**config.mk**
```make
export PLATFORM = sky130hd
export DESIGN_NAME = ps2_host_tx
export DESIGN_NICKNAME = d
export VERILOG_FILES = /design/src/rtl/ps2_pkg.sv /design/src/rtl/ps2_line_filter.sv /design/src/rtl/ps2_host_tx.sv
export SDC_FILE = /design/constraint.sdc
export NUM_CORES = 1
export LEC_CHECK = 0
export CORE_UTILIZATION = 46
export CTS_CLUSTER_SIZE = 20
export DETAILED_ROUTE_END_ITERATION = 16
export PLACE_DENSITY = 0.63
export SYNTH_ARGS = -nofsm -noshare
export SYNTH_HDL_FRONTEND = slang
export SYNTH_SLANG_ARGS = --single-unit
```
**constraint.sdc**
```tcl
create_clock -name CLK_50MHZ -period 2 [get_ports CLK_50MHZ]
set_input_delay 0.3 -clock CLK_50MHZ [delete_from_list [all_inputs] [get_ports CLK_50MHZ]]
set_output_delay 0.3 -clock CLK_50MHZ [all_outputs]
set_load 0.01 [all_outputs]
```
**src/rtl/ps2_pkg.sv**
```systemverilog
// rtl/ps2_pkg.sv - shared state encoding, frame constants and cycle helpers for the PS/2 host side
package ps2_pkg;

    typedef enum logic [2:0] {
        ST_IDLE      = 3'd0,
        ST_INHIBIT   = 3'd1,
        ST_REQ       = 3'd2,
        ST_SEND      = 3'd3,
        ST_ACK       = 3'd4,
        ST_WAIT_IDLE = 3'd5
    } state_t;

    localparam int unsigned DEF_CLK_FREQ_HZ      = 50_000_000;
    localparam int unsigned DEF_INHIBIT_US       = 100;
    localparam int unsigned DEF_START_TIMEOUT_US = 15000;
    localparam int unsigned DEF_BIT_TIMEOUT_US   = 2000;

    localparam int unsigned REQ_HOLD   = 100;
    localparam int unsigned FILTER_LEN = 8;
    localparam int unsigned FRAME_LEN  = 11;

    localparam int unsigned PHASE_W = 13;
    localparam int unsigned TMO_W   = 20;
    localparam int unsigned BIT_W   = 4;

    localparam logic [BIT_W-1:0] STOP_IDX = BIT_W'(FRAME_LEN - 2);

    function automatic int unsigned cycles_from_us(input int unsigned freq_hz, input int unsigned us);
        longint unsigned prod;
        prod = (64'(freq_hz) * 64'(us)) / 64'd1_000_000;
        return prod[31:0];
    endfunction

endpackage

```
**src/rtl/ps2_line_filter.sv**
```systemverilog
// rtl/ps2_line_filter.sv - two-flop synchronizer followed by a consecutive-sample deglitch
module ps2_line_filter
    import ps2_pkg::*;
#(
    parameter int unsigned LEN = FILTER_LEN
) (
    input  logic clk,
    input  logic resetn,
    input  logic pin,
    output logic level
);

    localparam int unsigned CNT_W = (LEN > 1) ? $clog2(LEN) : 1;
    localparam logic [CNT_W-1:0] CNT_LAST = CNT_W'(LEN - 1);

    logic             sync_a;
    logic             sync_b;
    logic [CNT_W-1:0] run;

    // Bring the raw pin into the clock domain; the idle bus level is high.
    always_ff @(posedge clk) begin
        if (!resetn) begin
            sync_a <= 1'b1;
            sync_b <= 1'b1;
        end else begin
            sync_a <= pin;
            sync_b <= sync_a;
        end
    end

    // Adopt the synchronized level only after LEN consecutive samples disagree with the output.
    always_ff @(posedge clk) begin
        if (!resetn) begin
            level <= 1'b1;
            run   <= '0;
        end else if (sync_b == level) begin
            run <= '0;
        end else if (run == CNT_LAST) begin
            level <= sync_b;
            run   <= '0;
        end else begin
            run <= run + 1'b1;
        end
    end

endmodule

```
**src/rtl/ps2_host_tx.sv**
```systemverilog
// rtl/ps2_host_tx.sv - PS/2 host-to-device command transmitter driving open-drain enables
module ps2_host_tx
    import ps2_pkg::*;
#(
    parameter int unsigned CLK_FREQ_HZ      = DEF_CLK_FREQ_HZ,
    parameter int unsigned INHIBIT_US       = DEF_INHIBIT_US,
    parameter int unsigned START_TIMEOUT_US = DEF_START_TIMEOUT_US,
    parameter int unsigned BIT_TIMEOUT_US   = DEF_BIT_TIMEOUT_US
) (
    input  logic       CLK_50MHZ,
    input  logic       RST_n,
    input  logic [7:0] DIN,
    input  logic       WR,
    output logic       BUSY,
    output logic       DONE,
    output logic       ACK_OK,
    output logic       ERR,
    input  logic       PS2_CLK_I,
    input  logic       PS2_DATA_I,
    output logic       PS2_CLK_OE,
    output logic       PS2_DATA_OE
);

    localparam int unsigned INHIBIT_CYC = cycles_from_us(CLK_FREQ_HZ, INHIBIT_US);
    localparam int unsigned START_CYC   = cycles_from_us(CLK_FREQ_HZ, START_TIMEOUT_US);
    localparam int unsigned BIT_CYC     = cycles_from_us(CLK_FREQ_HZ, BIT_TIMEOUT_US);

    localparam logic [PHASE_W-1:0] INHIBIT_LAST = PHASE_W'(INHIBIT_CYC - 1);
    localparam logic [PHASE_W-1:0] REQ_LAST     = PHASE_W'(REQ_HOLD - 1);
    localparam logic [TMO_W-1:0]   START_LAST   = TMO_W'(START_CYC - 1);
    localparam logic [TMO_W-1:0]   BIT_LAST     = TMO_W'(BIT_CYC - 1);

    state_t             state;
    logic [PHASE_W-1:0] phase;
    logic [TMO_W-1:0]   tmo;
    logic [TMO_W-1:0]   tmo_limit;
    logic [BIT_W-1:0]   bit_idx;
    logic [9:0]         tx_bits;
    logic               ack_seen;
    logic               clk_f;
    logic               data_f;
    logic               clk_prev;
    logic               fall;
    logic               timed;
    logic               progress;
    logic               abort;

    ps2_line_filter #(.LEN(FILTER_LEN)) u_clk_filter (
        .clk    (CLK_50MHZ),
        .resetn (RST_n),
        .pin    (PS2_CLK_I),
        .level  (clk_f)
    );

    ps2_line_filter #(.LEN(FILTER_LEN)) u_data_filter (
        .clk    (CLK_50MHZ),
        .resetn (RST_n),
        .pin    (PS2_DATA_I),
        .level  (data_f)
    );

    assign fall = clk_prev & ~clk_f;

    // The first device edge gets the long start budget, every later event the per-bit budget.
    always_comb begin
        tmo_limit = BIT_LAST;
        timed     = 1'b0;
        progress  = fall;
        if (bit_idx == '0) begin
            tmo_limit = START_LAST;
        end
        if ((state == ST_SEND) || (state == ST_ACK) || (state == ST_WAIT_IDLE)) begin
            timed = 1'b1;
        end
        if (state == ST_WAIT_IDLE) begin
            progress = clk_f & data_f;
        end
        abort = timed && !progress && (tmo == tmo_limit);
    end

    // Request-to-send sequencer, bit shifter and handshake outputs.
    always_ff @(posedge CLK_50MHZ) begin
        if (!RST_n) begin
            state       <= ST_IDLE;
            phase       <= '0;
            tmo         <= '0;
            bit_idx     <= '0;
            tx_bits     <= '0;
            ack_seen    <= 1'b0;
            clk_prev    <= 1'b1;
            BUSY        <= 1'b0;
            DONE        <= 1'b0;
            ACK_OK      <= 1'b0;
            ERR         <= 1'b0;
            PS2_CLK_OE  <= 1'b0;
            PS2_DATA_OE <= 1'b0;
        end else begin
            clk_prev <= clk_f;
            DONE     <= 1'b0;
            ERR      <= 1'b0;
            if (abort) begin
                state       <= ST_IDLE;
                BUSY        <= 1'b0;
                ERR         <= 1'b1;
                ACK_OK      <= 1'b0;
                PS2_CLK_OE  <= 1'b0;
                PS2_DATA_OE <= 1'b0;
            end else begin
                case (state)
                    ST_IDLE: begin
                        if (WR) begin
                            tx_bits     <= {1'b1, ~^DIN, DIN};
                            ACK_OK      <= 1'b0;
                            ack_seen    <= 1'b0;
                            BUSY        <= 1'b1;
                            PS2_CLK_OE  <= 1'b1;
                            PS2_DATA_OE <= 1'b0;
                            phase       <= '0;
                            bit_idx     <= '0;
                            state       <= ST_INHIBIT;
                        end
                    end
                    ST_INHIBIT: begin
                        if (phase == INHIBIT_LAST) begin
                            PS2_DATA_OE <= 1'b1;
                            phase       <= '0;
                            state       <= ST_REQ;
                        end else begin
                            phase <= phase + 1'b1;
                        end
                    end
                    ST_REQ: begin
                        if (phase == REQ_LAST) begin
                            PS2_CLK_OE <= 1'b0;
                            tmo        <= '0;
                            bit_idx    <= '0;
                            state      <= ST_SEND;
                        end else begin
                            phase <= phase + 1'b1;
                        end
                    end
                    ST_SEND: begin
                        if (fall) begin
                            PS2_DATA_OE <= ~tx_bits[0];
                            tx_bits     <= {1'b1, tx_bits[9:1]};
                            bit_idx     <= (bit_idx == '1) ? bit_idx : bit_idx + 1'b1;
                            tmo         <= '0;
                            if (bit_idx == STOP_IDX) begin
                                state <= ST_ACK;
                            end
                        end else begin
                            tmo <= tmo + 1'b1;
                        end
                    end
                    ST_ACK: begin
                        if (fall) begin
                            ack_seen <= ~data_f;
                            bit_idx  <= (bit_idx == '1) ? bit_idx : bit_idx + 1'b1;
                            tmo      <= '0;
                            state    <= ST_WAIT_IDLE;
                        end else begin
                            tmo <= tmo + 1'b1;
                        end
                    end
                    ST_WAIT_IDLE: begin
                        if (clk_f && data_f) begin
                            DONE   <= 1'b1;
                            BUSY   <= 1'b0;
                            ACK_OK <= ack_seen;
                            state  <= ST_IDLE;
                        end else begin
                            tmo <= tmo + 1'b1;
                        end
                    end
                    default: begin
                        state       <= ST_IDLE;
                        BUSY        <= 1'b0;
                        PS2_CLK_OE  <= 1'b0;
                        PS2_DATA_OE <= 1'b0;
                    end
                endcase
            end
        end
    end

endmodule

```
==> results.md <==
* Die W at 91.1 µm
* Worst-Skew Late Latency at 0.35 ns
* Post-synthesis sequential area ratio at 38.3%
* Reg2reg path depth at 9
* Status: finished with violations
* Post-CTS Hold Buffers at 0
* Yosys cell types at 61
* Top cells by area, synth: dfxtp_1 (38%), a21oi_1 (4.4%), o21ai_0 (4.0%)
* Placed Cells at 598
* Fraction of layout cells with a size suffix above 1 at 23.6%
* Max-cap violations at 0
* Post-Syn Area per Cell at 8.34 µm²
* Clk sinks at 70
* Slowest-stage cell, CP: or3b_4
* Grt ovf at 0
* Synth Instances at 438
* Layout Skew at 0.0124 ns
* Initial core utilization at 47.5%
* Clock Tree Root: clkbuf_8
* Classification of the worst-slack hold path: reg2reg
* Unrepaired setup endpoints after global routing: true
* DRC at 0
* Clock Tree Buf Depth at 2
* Largest area contributor in the netlist: dfxtp_1
* Cell area after synthesis at 3650 µm²
* Initial antenna violation count at 0
* First-pass GRT wire length at 15000 µm
* Worst setup path end: tmo[3]$_SDFFE_PN0P_
* Final hold vios at 0
* Crit path launch: bit_idx[0]$_SDFFE_PN0P_
* Violated checks: negative setup slack
* Ys flop type: dfxtp_1
* Mapped Nets at 460
* Filler Cell Count at 684
* CP Capture Type: flop
* Worst VDD drop at 0.000518 V
* Via count at 3509
* Tmin final at 2.13 ns
* Total core area at 7690 µm²
* P_leak at 1.85 nW
* DR pass1 iterations at 4
* Overall Global Routing Usage at 22.2%
* Io pins at 19
* Die area at 8310 µm²
* CTS tree: yes
* Row count at 32
* WL final at 8760 µm
* Ys Warns at 0
* Slew margin rel. at 67.3%
* Required time of the critical path at 2.28 ns
* Post-synth top area share at 38.3%
* Number of synthesized flops with an enable pin at 0
* Port bufs at 18
* Number of nets in the layout at 533
* Critical Path AT at 2.41 ns
* CP Cell Sequence: inv_2 -> ha_1 -> or3b_4 -> and4b_4 -> o211ai_4 -> o21ai_2 -> buf_6 -> or3_1 -> a21oi_2
* Max incr delay on CP at 0.39 ns
* Routed len/inst at 14.2 µm
* Reg2reg start: bit_idx[0]$_SDFFE_PN0P_
* Antenna viol nets, final at 0
* Cell Count, Final, Fillers Out at 618
* Cell Pwr Density at 1030 nW/µm²
* # H-tree levels at 3
* Max Slew Vio Count at 0
* Detail-routed via count per cell at 5.68
* Vias in the first global route at 3350
* N_diodes at 0
* Crit path depth at 9
* Clock-pin slew on the worst setup and hold paths at 0.08 ns
* Fmax at 470 MHz
* Die height at 91.1 µm
* CP Class: reg2reg
* Final setup margin at -0.128 ns
* Initial DRC Count at 184
* Gpl congestion at 0.857
* Area Overhead vs Synth at 30.3%
* Final setup TNS at -1.35 ns
* Seq cells post-synth at 70
* Worst slew pin tran at 0.487 ns
* Async set or reset register ratio after synthesis at 0%
* Final worst-path cycle share at 106%
* Buf+Inv Stages, Crit Path at 2
* CP Max Fanout at 11
* Pin count of the biggest net entering global routing at 20
* Startpoint class of the critical path: flop
* Detailed placement HPWL at 6410 µm
* Cts bufs inserted at 9
* Reg-to-reg setup timing slack at -0.13 ns
* Family with the most delay on the worst path: simple AND/OR/NAND/NOR gates
* Capturing point of the worst reg2reg path: tmo[3]$_SDFFE_PN0P_
* Endpoints failing setup at 15
[layout by cell type (no fill, tap or decap), types with 4 or more instances in the layout]
master | Yosys | layout
a21o_1 | 4 | 4
nand2b_1 | 13 | 13
a21oi_1 | 32 | 30
ha_1 | 9 | 8
nor2b_1 | 4 | 4
nand3b_1 | 4 | 4
xnor2_1 | 8 | 8
clkdlybuf4s50_1 | 0 | 18
a211oi_1 | 9 | 9
o21ai_0 | 29 | 21
buf_4 | 0 | 60
dfxtp_1 | 70 | 66
nor3_1 | 6 | 6
or3_1 | 12 | 10
clkbuf_8 | 0 | 10
a211o_1 | 5 | 5
nor2_1 | 36 | 35
nand3_1 | 22 | 21
buf_6 | 2 | 5
mux2i_1 | 13 | 13
and3_1 | 13 | 13
nand4_1 | 7 | 7
or2_2 | 4 | 4
nand2_1 | 35 | 35
o21ai_2 | 2 | 5
and2_1 | 9 | 8
inv_1 | 7 | 5
o21ai_1 | 2 | 7
dfxtp_2 | 0 | 4
[registers in the layout, summed over array words and instances, names as in the netlist]
register,count
tmo,20
tx_bits,10
DONE,1
u_data_filter.run,3
ERR,1
u_clk_filter.run,3
u_clk_filter.level,1
ack_seen,1
clk_prev,1
bit_idx,4
state,3
u_data_filter.sync_a,1
u_clk_filter.sync_a,1
u_clk_filter.sync_b,1
PS2_CLK_OE,1
ACK_OK,1
PS2_DATA_OE,1
u_data_filter.sync_b,1
BUSY,1
u_data_filter.level,1
phase,13
[cell usage after synthesis, types with 4 or more instances]
library cell and count:
a211o_1 5, a211oi_1 9, a21o_1 4, a21oi_1 32
and2_1 9, and3_1 13, clkbuf_1 15, dfxtp_1 70
ha_1 9, inv_1 7, mux2i_1 13, nand2_1 35
nand2b_1 13, nand3_1 22, nand3b_1 4, nand4_1 7
nor2_1 36, nor2b_1 4, nor3_1 6, nor3b_1 4
nor4_1 5, o21ai_0 29, or2_2 4, or3_1 12
xnor2_1 8
[cells by family (layout without fill, tap and decap cells)]
logic type                 count (synthesis)  after routing  share of synthesized area (%)
AOI/OAI and AO/OA                        118            118                           20.9
xor gates and xnor gates                   9              9                           2.16
adders and majority gates                  9              9                           3.08
buffers and inverters                     28            106                           3.36
DFF                                       70             70                           38.3
muxes                                     14             14                           3.87
and+or+nand+nor                          190            190                           28.3
[routing by layer]
layer	global-route usage [%]	vias to the layer above	share of wire, %	wire (µm)
li1	-	1771	-	-
met1	28.9	1667	48	4210
met2	37.2	59	47	4100
met3	3.85	12	3.7	328
met4	7.54	0	1.4	121
met5	0	-	0	0
[worst register-to-register path, stage by stage, from the launching register on]
cell and delay [ns]:
dfxtp_2 0.33, inv_2 0.05, ha_1 0.12, or3b_4 0.39, and4b_4 0.23, o211ai_4 0.23, o21ai_2 0.10, buf_6 0.14
or3_1 0.36, a21oi_2 0.11
[stage by stage]
stage          util [%]  cell area [µm²]  worst slack (ns)  hold slack, ns  total power, mW
6_report           61.9             4760            -0.128           0.414             4.92
3_5_place_dp       56.7             4360            -0.167           0.395             3.40
4_1_cts            60.6             4660            -0.104           0.415             4.83
3_3_place_gp       56.7             4360            -0.100           0.391             3.37
5_1_grt            61.9             4760            -0.217           0.442             5.22
2_1_floorplan         -             3690           -0.0315           0.386             2.76
[worst min-delay path by stage]
stage	startpoint	to	slack, ns	cells after the start
finish	u_data_filter.sync_a$_SDFF_PN1_	u_data_filter.sync_b$_SDFF_PN1_	0.41	1
global route	u_clk_filter.sync_a$_SDFF_PN1_	u_clk_filter.sync_b$_SDFF_PN1_	0.44	1
CTS	u_data_filter.sync_a$_SDFF_PN1_	u_data_filter.sync_b$_SDFF_PN1_	0.42	1
detailed placement	u_data_filter.sync_a$_SDFF_PN1_	u_data_filter.sync_b$_SDFF_PN1_	0.39	1
global placement	u_data_filter.sync_a$_SDFF_PN1_	u_data_filter.sync_b$_SDFF_PN1_	0.39	1
floorplan	u_clk_filter.sync_a$_SDFF_PN1_	u_clk_filter.sync_b$_SDFF_PN1_	0.39	1
[report_power, final]
part	switching, mW	internal [mW]	leakage [nW]	total, mW
Sequential	0.0966	1.53	0.570	1.62
Combinational	1.07	0.907	1.17	1.98
Clock	0.571	0.745	0.110	1.32
Total	1.74	3.18	1.85	4.92
[final cells by class]
class | instances | area (µm²) | share of cell area [%]
Sequential cell | 70 | 1410 | 29.5
Timing Repair Buffer | 83 | 687 | 14.4
Multi-Input combinational cell | 340 | 2280 | 48.0
Tap cell | 102 | 128 | 2.68
Clock buffer | 10 | 138 | 2.89
Inverter | 7 | 26.3 | 0.552
Clock inverter | 6 | 92.6 | 1.94
[what timing repair did]
item | in CTS | in global routing
cloned | 0 | 0
endpoints found under the setup margin | 23 | 40
pin swaps | 5 | 8
gates resized for setup | 16 | 26
setup buffers | 2 | 2
(Power assumes the default switching activity.)
